--- src/rtl/store_merge_unit.sv ---
// Store merge unit: read-modify-write of a 64-bit doubleword for SD/SW/SH/SB.
// Optional last-write bypass enabled by defining STORE_MERGE_BYPASS_EN.
module store_merge_unit #(
    parameter int unsigned MEM_LAT = 1,
    parameter int unsigned DATA_W  = 64
) (
    input  logic              clk,
    input  logic              reset,
    input  logic              start,
    input  logic [2:0]        Seletor,
    input  logic [DATA_W-1:0] Addr,
    input  logic [DATA_W-1:0] Reg_data,
    input  logic [DATA_W-1:0] Mem_rdata,
    output logic [DATA_W-1:0] Mem_addr,
    output logic              Mem_rd,
    output logic              Mem_wr,
    output logic [DATA_W-1:0] Mem_wdata,
    output logic              busy,
    output logic              done,
    output logic              err
);

    if (DATA_W != 64 || MEM_LAT < 1 || MEM_LAT > 15) begin : gen_bad_param
        $error("store_merge_unit: DATA_W must be 64 and MEM_LAT in 1..15");
    end

    typedef enum logic [1:0] {StIdle, StRead, StWrite, StDone} state_e;

    localparam logic [3:0] LastCnt = 4'(MEM_LAT - 1);

    state_e            state_q, state_d;
    logic [3:0]        cnt_q, cnt_d;
    logic [DATA_W-1:0] addr_q, addr_d;
    logic [DATA_W-1:0] reg_q, reg_d;
    logic [2:0]        sel_q, sel_d;
    logic              err_q, err_d;
    logic [DATA_W-1:0] buf_q, buf_d;
    logic [DATA_W-1:0] wdata_q, wdata_d;
    logic [DATA_W-1:0] merge_res;

`ifdef STORE_MERGE_BYPASS_EN
    logic              byp_valid_q;
    logic [DATA_W-1:0] byp_addr_q;
    logic [DATA_W-1:0] byp_data_q;
    logic              byp_hit;
`endif

    // Replace only the low-order bytes of the doubleword; SD takes the register whole.
    function automatic logic [DATA_W-1:0] merge(input logic [2:0]        sel,
                                                 input logic [DATA_W-1:0] b,
                                                 input logic [DATA_W-1:0] r);
        case (sel)
            3'd1:    merge = {b[63:32], r[31:0]};
            3'd2:    merge = {b[63:16], r[15:0]};
            3'd3:    merge = {b[63:8], r[7:0]};
            default: merge = r;
        endcase
    endfunction

    assign merge_res = merge(sel_q, buf_q, reg_q);

`ifdef STORE_MERGE_BYPASS_EN
    assign byp_hit = byp_valid_q && (byp_addr_q == Addr);
`endif

    always_comb begin
        state_d  = state_q;
        cnt_d    = cnt_q;
        addr_d   = addr_q;
        reg_d    = reg_q;
        sel_d    = sel_q;
        err_d    = err_q;
        buf_d    = buf_q;
        wdata_d  = wdata_q;
        Mem_rd   = 1'b0;
        Mem_wr   = 1'b0;
        busy     = 1'b1;
        done     = 1'b0;
        err      = 1'b0;
        Mem_addr = addr_q;
        Mem_wdata = wdata_q;
        unique case (state_q)
            StIdle: begin
                busy = 1'b0;
                if (start) begin
                    addr_d = Addr;
                    reg_d  = Reg_data;
                    sel_d  = Seletor;
                    err_d  = 1'b0;
                    cnt_d  = 4'd0;
                    if (Seletor > 3'd3) begin
                        err_d   = 1'b1;
                        state_d = StDone;
                    end else if (Seletor == 3'd0) begin
                        state_d = StWrite;
`ifdef STORE_MERGE_BYPASS_EN
                    end else if (byp_hit) begin
                        buf_d   = byp_data_q;
                        state_d = StWrite;
`endif
                    end else begin
                        state_d = StRead;
                    end
                end
            end
            StRead: begin
                Mem_rd = 1'b1;
                if (cnt_q == LastCnt) begin
                    buf_d   = Mem_rdata;
                    state_d = StWrite;
                end else begin
                    cnt_d = cnt_q + 4'd1;
                end
            end
            StWrite: begin
                Mem_wr    = 1'b1;
                Mem_wdata = merge_res;
                wdata_d   = merge_res;
                state_d   = StDone;
            end
            StDone: begin
                done    = 1'b1;
                err     = err_q;
                state_d = StIdle;
            end
        endcase
    end

    always_ff @(posedge clk) begin
        if (reset) begin
            state_q <= StIdle;
            cnt_q   <= '0;
            addr_q  <= '0;
            reg_q   <= '0;
            sel_q   <= '0;
            err_q   <= 1'b0;
            buf_q   <= '0;
            wdata_q <= '0;
        end else begin
            state_q <= state_d;
            cnt_q   <= cnt_d;
            addr_q  <= addr_d;
            reg_q   <= reg_d;
            sel_q   <= sel_d;
            err_q   <= err_d;
            buf_q   <= buf_d;
            wdata_q <= wdata_d;
        end
    end

`ifdef STORE_MERGE_BYPASS_EN
    // Only this unit writes data memory, so the last written doubleword stays coherent.
    always_ff @(posedge clk) begin
        if (reset) begin
            byp_valid_q <= 1'b0;
            byp_addr_q  <= '0;
            byp_data_q  <= '0;
        end else if (state_q == StWrite) begin
            byp_valid_q <= 1'b1;
            byp_addr_q  <= addr_q;
            byp_data_q  <= merge_res;
        end
    end
`endif

endmodule

--- config.mk ---
export PLATFORM = sky130hd
export DESIGN_NAME = store_merge_unit
export DESIGN_NICKNAME = d
export VERILOG_FILES = /design/src/rtl/store_merge_unit.sv
export SDC_FILE = /design/constraint.sdc
export NUM_CORES = 1
export LEC_CHECK = 0
export CORE_MARGIN = 1.5
export CORE_UTILIZATION = 50
export CTS_BUF_LIST = sky130_fd_sc_hd__clkbuf_16
export DETAILED_ROUTE_END_ITERATION = 6
export DONT_BUFFER_PORTS = 1
export GPL_TIMING_DRIVEN = 0
export PLACE_DENSITY = 0.68
export SETUP_SLACK_MARGIN = 0.5
export SLEW_MARGIN = 20
export SYNTH_ARGS = -nofsm -noshare
export SYNTH_HDL_FRONTEND = slang
export SYNTH_SLANG_ARGS = --single-unit
--- constraint.sdc ---
create_clock -name clk -period 2 [get_ports clk]
set_clock_uncertainty 0.05 [all_clocks]
set_input_delay 0.4 -clock clk [delete_from_list [all_inputs] [get_ports clk]]
set_output_delay 0.4 -clock clk [all_outputs]
set_load 0.01 [all_outputs]
==> results.toml <==
[outcome]
status = "finished with violations"
violations = "setup timing"

[sta]
rsz0062_at_grt = "yes"
max-slew-margin-rel = 0.468
slew_viol_final = 0
fin_ws_ns = -0.456
finalHoldViolCount = 0
whs_ns = 0.00520
max_freq_ghz = 0.407
timing.final.crit_share = 1.23
worstMarginPinSlew_ns = 0.799
finalSetupViolCount = 135
min_period_ns = 2.46

[placed_design]
dp.cells = 1481
io_buffers = 0
placed_cell_area_um2 = 11000
dp_hpwl_um = 20300
place.gp.congestion = 0.798

[synthesis]
syn_inst = 1216
synth_edf_count = 0
yosysUniqueCellTypes = 31
synth.mux.area_fraction = 0.0606
synthTopCellsByArea = "dfxtp_1, nand2_1, a21oi_1"
synth_area_um2 = 9910
ys.flop_type = "dfxtp_1"
syn_nets = 1421
async_flop_share = 0
synth.largest_area_cell = "dfxtp_1"
synthSimpleGateAreaFrac = 0.196
synth_top_family_by_area = "simple AND/OR/NAND/NOR gates"
avgSynthCellArea_um2 = 8.15
synthXorXnorAreaFrac = 0
synth_seq_cells = 258
synth-seq-area-share = 0.521
synth_compound_area_frac = 0.169
synth_adder_area_share = 0.00884
yosysTopAreaCellShare = 0.521
ys_warn_count = 0

[critical_path]
reg2reg_slack_ns = -0.16
ff2ff_path_depth = 11
cp-end-kind = "output pin"
r2r-end = "reg_q[35]"
crit_path_end = "Mem_wdata[34]"
rr_startpoint = "state_q[0]"
cp.required_ns = 1.55
worstSetupStartpointType = "flop"
cp.arrival_ns = 2.01
critical_path_class = "flop to output pin"
cp_max_fo = 10
startpoint = "state_q[0]"

[die]
design.core.area_um2 = 19500
start_util = 0.509
die-area_um2 = 20700
ios = 331
fp.dieH_um = 144
rows = 51
die_w_um = 144

[grt]
grt_pass1_wl_um = 53700
grtUsageTotal = 0.334
grt_overflow = 0
antenna_found_initial = 1
grt_max_degree = 15
grt_pass1_vias = 9987

[power_and_ir_drop]
ir_drop_mv = 0.846
cellPowerDensity_nw_per_um2 = 1410
p_leak_uw = 0.00655
finalPower_uw = 24300

[clock_tree]
clk-insertion-delay-late_ns = 0.54
cts_buffers = 26
root_buffer = "clkbuf_16"
path_clk_slew_ns = 0.07
cts_tree = "yes"
htreeDepth = 1
cts.sinks = 258
cts_buffer_depth = 3

[cells_and_area]
fin_nets = 1692
drive_above_1_share = 0.381
utilization = 0.882
layout_common_cells = "dfxtp_1, nand2_1, dlygate4sd3_1"
final_common_cell = "dfxtp_1"
design_area_um2 = 17200
n_fill_cell = 853
synthToLayoutAreaGrowth_pct = 73.3
fin_cells = 1774

[detailed_routing]
drt-total-wl_um = 44200
first_pass_iters = 5
drt_iter0_drc = 615
drc = 0
vias = 10800
postRouteAntennaNets = 0
wl_per_cell_um = 24.9
vias_per_cell = 6.07

[min_path]
hp-class = "input port to flop"

[flow_run]
maxCapViolations = 0
-- critical path, cell delays in order, from the launching register on --
cell	delay, ns
dfxtp_2	0.35
inv_2	0.06
ha_4	0.17
buf_8	0.14
buf_12	0.14
buf_2	0.20
nor2_1	0.32
a21oi_4	0.09
-- flip-flops by register name, indices dropped and copies added, names as in the netlist --
register,flops
err_q,1
reg_q,64
buf_q,56
cnt_q,4
wdata_q,64
state_q,2
sel_q,3
Mem_addr,64
-- timing repair --
| action | in CTS | in global routing |
|---|---|---|
| buffers inserted | 14 | 20 |
| gates resized for setup | 269 | 422 |
| endpoints found under the setup margin | 319 | 327 |
| gates cloned | 10 | 14 |
| endpoints found under the hold margin | 185 | 0 |
| hold buffers | 185 | 0 |
| pin swaps | 28 | 91 |
-- metal layers --
| layer | vias up | share of wire | GRT usage |
|---|---|---|---|
| met5 | - | 0 | 0 |
| met4 | 0 | 0.068 | 0.136 |
| met3 | 232 | 0.090 | 0.0653 |
| met2 | 711 | 0.49 | 0.611 |
| met1 | 5190 | 0.35 | 0.379 |
| li1 | 4636 | - | - |
-- Yosys cell counts, drive strengths merged, types with 2 or more instances --
cell and instances:
clkbuf 55, a21oi 241, o221ai 2, or4 2, dfxtp 258, nand2b 2, and4b 8, buf 42
nor3 8, a211oi 56, and2 10, nor2 65, mux2 8, inv 8, nand2 378, o21ai 4
ha 7, mux2i 51
-- through the flow --
| stage | setup slack, ns | setup TNS (ns) |
|---|---|---|
| after global placement | -0.364 | -38.86 |
| after floorplan | 0.245 | 0 |
| final | -0.456 | -25.78 |
| after detailed placement | -0.368 | -38.69 |
| after global routing | -0.491 | -29.82 |
| after CTS | -0.409 | -20.69 |
-- how the worst min path moves through the flow --
| stage | start | cells past startpoint | end | slack (ns) |
|---|---|---|---|---|
| 2_1_floorplan | err_q | 2 | err_q | 0.38 |
| 3_3_place_gp | reg_q[7] | 2 | reg_q[7] | 0.39 |
| 3_5_place_dp | buf_q[12] | 2 | buf_q[12] | 0.40 |
| 4_1_cts | Mem_rdata[14] | 2 | buf_q[14] | 0.005 |
| 5_1_grt | Mem_rdata[14] | 2 | buf_q[14] | 0.002 |
| 6_report | Mem_rdata[14] | 2 | buf_q[14] | 0.005 |
-- cell families after synthesis --
| family | Yosys count |
|---|---|
| and+or+nand+nor | 482 |
| AOI/OAI and AO/OA | 305 |
| DFF | 258 |
| buffers and inverters | 105 |
| muxes | 59 |
| adders and majority gates | 7 |
-- power breakdown --
part,switching [uW],total (uW),internal (uW)
Sequential,1040,7380,6340
Clock,2200,5290,3090
Combinational,6540,11600,5060
-- layout make-up --
| cell class | instances | area, um2 | share of cell area |
|---|---|---|---|
| multi-input cells | 853 | 6880 | 0.401 |
| flip-flops and latches | 258 | 5170 | 0.301 |
| repair buffers | 243 | 2850 | 0.166 |
| plain buffers | 97 | 987 | 0.0575 |
| clock buffers | 27 | 676 | 0.0394 |
| well taps | 265 | 332 | 0.0193 |
| clock inverters | 21 | 226 | 0.0132 |
| inverters | 8 | 40.0 | 0.00233 |
| diodes | 2 | 5.00 | 0.000291 |
Power figures use the tool's default switching activity.
==> RTL edit (same flow settings) <==
Build with the macro `STORE_MERGE_BYPASS_EN` defined.
--- a/src/rtl/store_merge_unit.sv
+++ b/src/rtl/store_merge_unit.sv
@@ -1,4 +1,6 @@
 // Store merge unit: read-modify-write of a 64-bit doubleword for SD/SW/SH/SB.
 // Optional last-write bypass enabled by defining STORE_MERGE_BYPASS_EN.
+`define STORE_MERGE_BYPASS_EN
+
 module store_merge_unit #(
     parameter int unsigned MEM_LAT = 1,
Check against the original RTL: same outputs for any inputs over 4 cycles, from zero or initial values and one cycle with reset high; that may be too few to reach the edited logic, so the function may still have changed.
==> RTL edit against the unedited design <==
Highest routed layer unchanged; the flow still finishes with violations (setup timing); global-route usage shrank 0.89 points; power grew 36%; hold slack gained 0.086 ns; routed wire length grew 27%; design area grew 33%; sequential cell count grew 121; critical path type is now reg2reg; worst setup slack lost 0.22 ns; register-to-register slack lost 0.52 ns; count of clock-buffer cells in the layout grew 16; first-iteration DRC count grew 43%; synthesized area grew 60%; maximum frequency shrank 8.3%.
==> RTL edit: results (changes against the unedited design) <==
Parameter                              Value

Timing
  Count of endpoints failing hold in the final timing report    0 (unchanged)
  Setup slack of the critical path after layout    -0.6784 ns (-0.2223 ns)
  Total Negative Setup Slacks    -60.27 ns (-34.49 ns)
  Number of failing setup endpoints in the final timing report    124 (-8.1%)
  Headroom to the max-slew limit    0.4245 (-0.04319)

Synthesis
  Fraction of the yosys area taken by sequential cells    0.4780 (-0.04331)
  Number of warning messages in the yosys log    0 (unchanged)
  Synth cell types    44 (+42%)
  Main area contributors after synthesis    sky130_fd_sc_hd__dfxtp_1, sky130_fd_sc_hd__mux2i_1, sky130_fd_sc_hd__nand2_1
  Commonest cells in the synthesized netlist    sky130_fd_sc_hd__dfxtp_1, sky130_fd_sc_hd__nand2_1, sky130_fd_sc_hd__nor2_1
  Number of nets produced by synthesis    2,017 (+42%)

Min path
  Hold path depth    2 (unchanged)
  HP Start    Seletor[2]
  Type of the tightest min-delay check    in2reg

Place
  Area after DPL    17,970 µm² (+64%)
  Final HPWL DP    35,410 µm (+74%)
  Final weighted congestion in routability-driven placement    0.8673 (+8.6%)

Global route
  Gr usage total    0.3253 (-0.008918)
  First-pass GRT wire length    83,030 µm (+55%)
  Number of global-route vias before repair    14,549 (+46%)
  Met3 track utilization from global routing    0.07357 (+0.008262)
  Initial antenna violation count    3 (+2)
  Met2 track demand over resource in global routing    0.5549 (-0.05641)
  Pin count of the biggest net entering global routing    14 (-1)
  Global routing met1 resource utilization    0.3947 (+0.01561)

Routing
  Wirelength, routed    55,910 µm (+27%)
  First DRT Iteration DRCs    882 (+43%)
  Detailed-routing iteration count for the pre-antenna-repair pass    7 (+2)
  Routed via count    14,181 (+32%)

Worst setup path
  Crit Reg-Reg Startpoint    byp_addr_q[58]
  Kind of launch point of the worst setup path    flop
  Slowest cell on the critical path    sky130_fd_sc_hd__nor4_1
  Max incr delay on CP    0.50 ns (+0.15 ns)
  Depth of the worst register-to-register path    8 (-3)
  Arrival time of data at the critical path endpoint    3.06 ns (+1.05 ns)

Run status
  Violated checks    setup timing
  Result of the run    finished, violations left

Clock tree
  Clock latency at the later pin of the worst-skew pair    0.55 ns
  Maximum level of the CTS H-tree    2 (+1)
  Worst-path clk slew    0.06 ns
  Clock Root Buffer    sky130_fd_sc_hd__clkbuf_16
  Buffers from clock root to sink, at most    3 (unchanged)
  Number of buffers created by CTS    41 (+58%)

Layout
  Number of nets in the finished design    2,267 (+34%)
  Layout cells sized above 1    0.2411 (-0.1397)

Power and ir drop
  Reported leakage power    8.696 nW (+33%)
  Highest ir drop seen on vdd    0.0009666 V (+14%)
[RTL edit: worst paths after layout]
check                                  end  slack, ns
worst max-delay path             buf_q[49]      -0.68
worst min-delay path            state_q[0]       0.09
worst max register to register   buf_q[49]      -0.68
worst min register to register   reg_q[53]       0.41
[RTL edit: layer usage]
layer	vias to the layer above	part of all wire	wire length, µm
li1	6607	-	-
met4	0	0.039	2194
met5	-	0	0
met2	613	0.48	26990
met1	6824	0.40	22480
met3	137	0.076	4240
[RTL edit: repair_timing]
action	in CTS	in global routing
buffers inserted	23	19
cloned	22	12
gates resized for setup	181	128
hold endpoints to repair	132	0
endpoints found under the setup margin	448	448
pin swaps	46	29
hold buffers	131	0
[RTL edit: kinds of logic after synthesis]
kind of cell    count (synthesis)  share of synthesized area
flops                         379                     0.4780
mux                           208                     0.1457
simple gates                  742                     0.2023
buf+inv                       160                    0.04028
xor+xnor                       40                    0.02207
compound gates                276                     0.1063
fa+ha+maj                       7                   0.005517
[RTL edit: area by class of cell]
class | instances | area, µm²
Antenna cell | 3 | 7.507
Buffer | 133 | 1553
Clock buffer | 43 | 1076
Clock inverter | 28 | 170.2
Fill cell | 2172 | 8567
Inverter | 27 | 108.9
Multi-Input combinational cell | 1273 | 9299
Sequential cell | 379 | 7606
Tap cell | 402 | 503.0
Timing Repair Buffer | 207 | 2502
[RTL edit: through the flow]
stage          worst slack [ns]  power (mW)  instances
5_1_grt                 -0.6727       34.23       2495
3_5_place_dp             -1.005       21.40       2214
3_3_place_gp            -0.9815       21.14       2214
2_1_floorplan           -0.3018       18.89       1812
6_report                -0.6784       32.92       2495
4_1_cts                 -0.5592       31.01       2461
[RTL edit: power by group]
part           switching [mW]  leakage [nW]  internal, mW  total [mW]
clock network            3.09         0.649          4.11        7.20
logic                    7.95          4.95          7.53        15.5
registers                1.13          3.09          9.10        10.2
total                    12.2          8.70          20.7        32.9
[RTL edit: critical path: cells and delay by family, from the launching register on]
family          cells  cell delay, ns
compound gates      1            0.12
xor+xnor            1            0.24
buf+inv             2            0.36
flops               1            0.34
mux                 1            0.30
simple gates        3            1.14
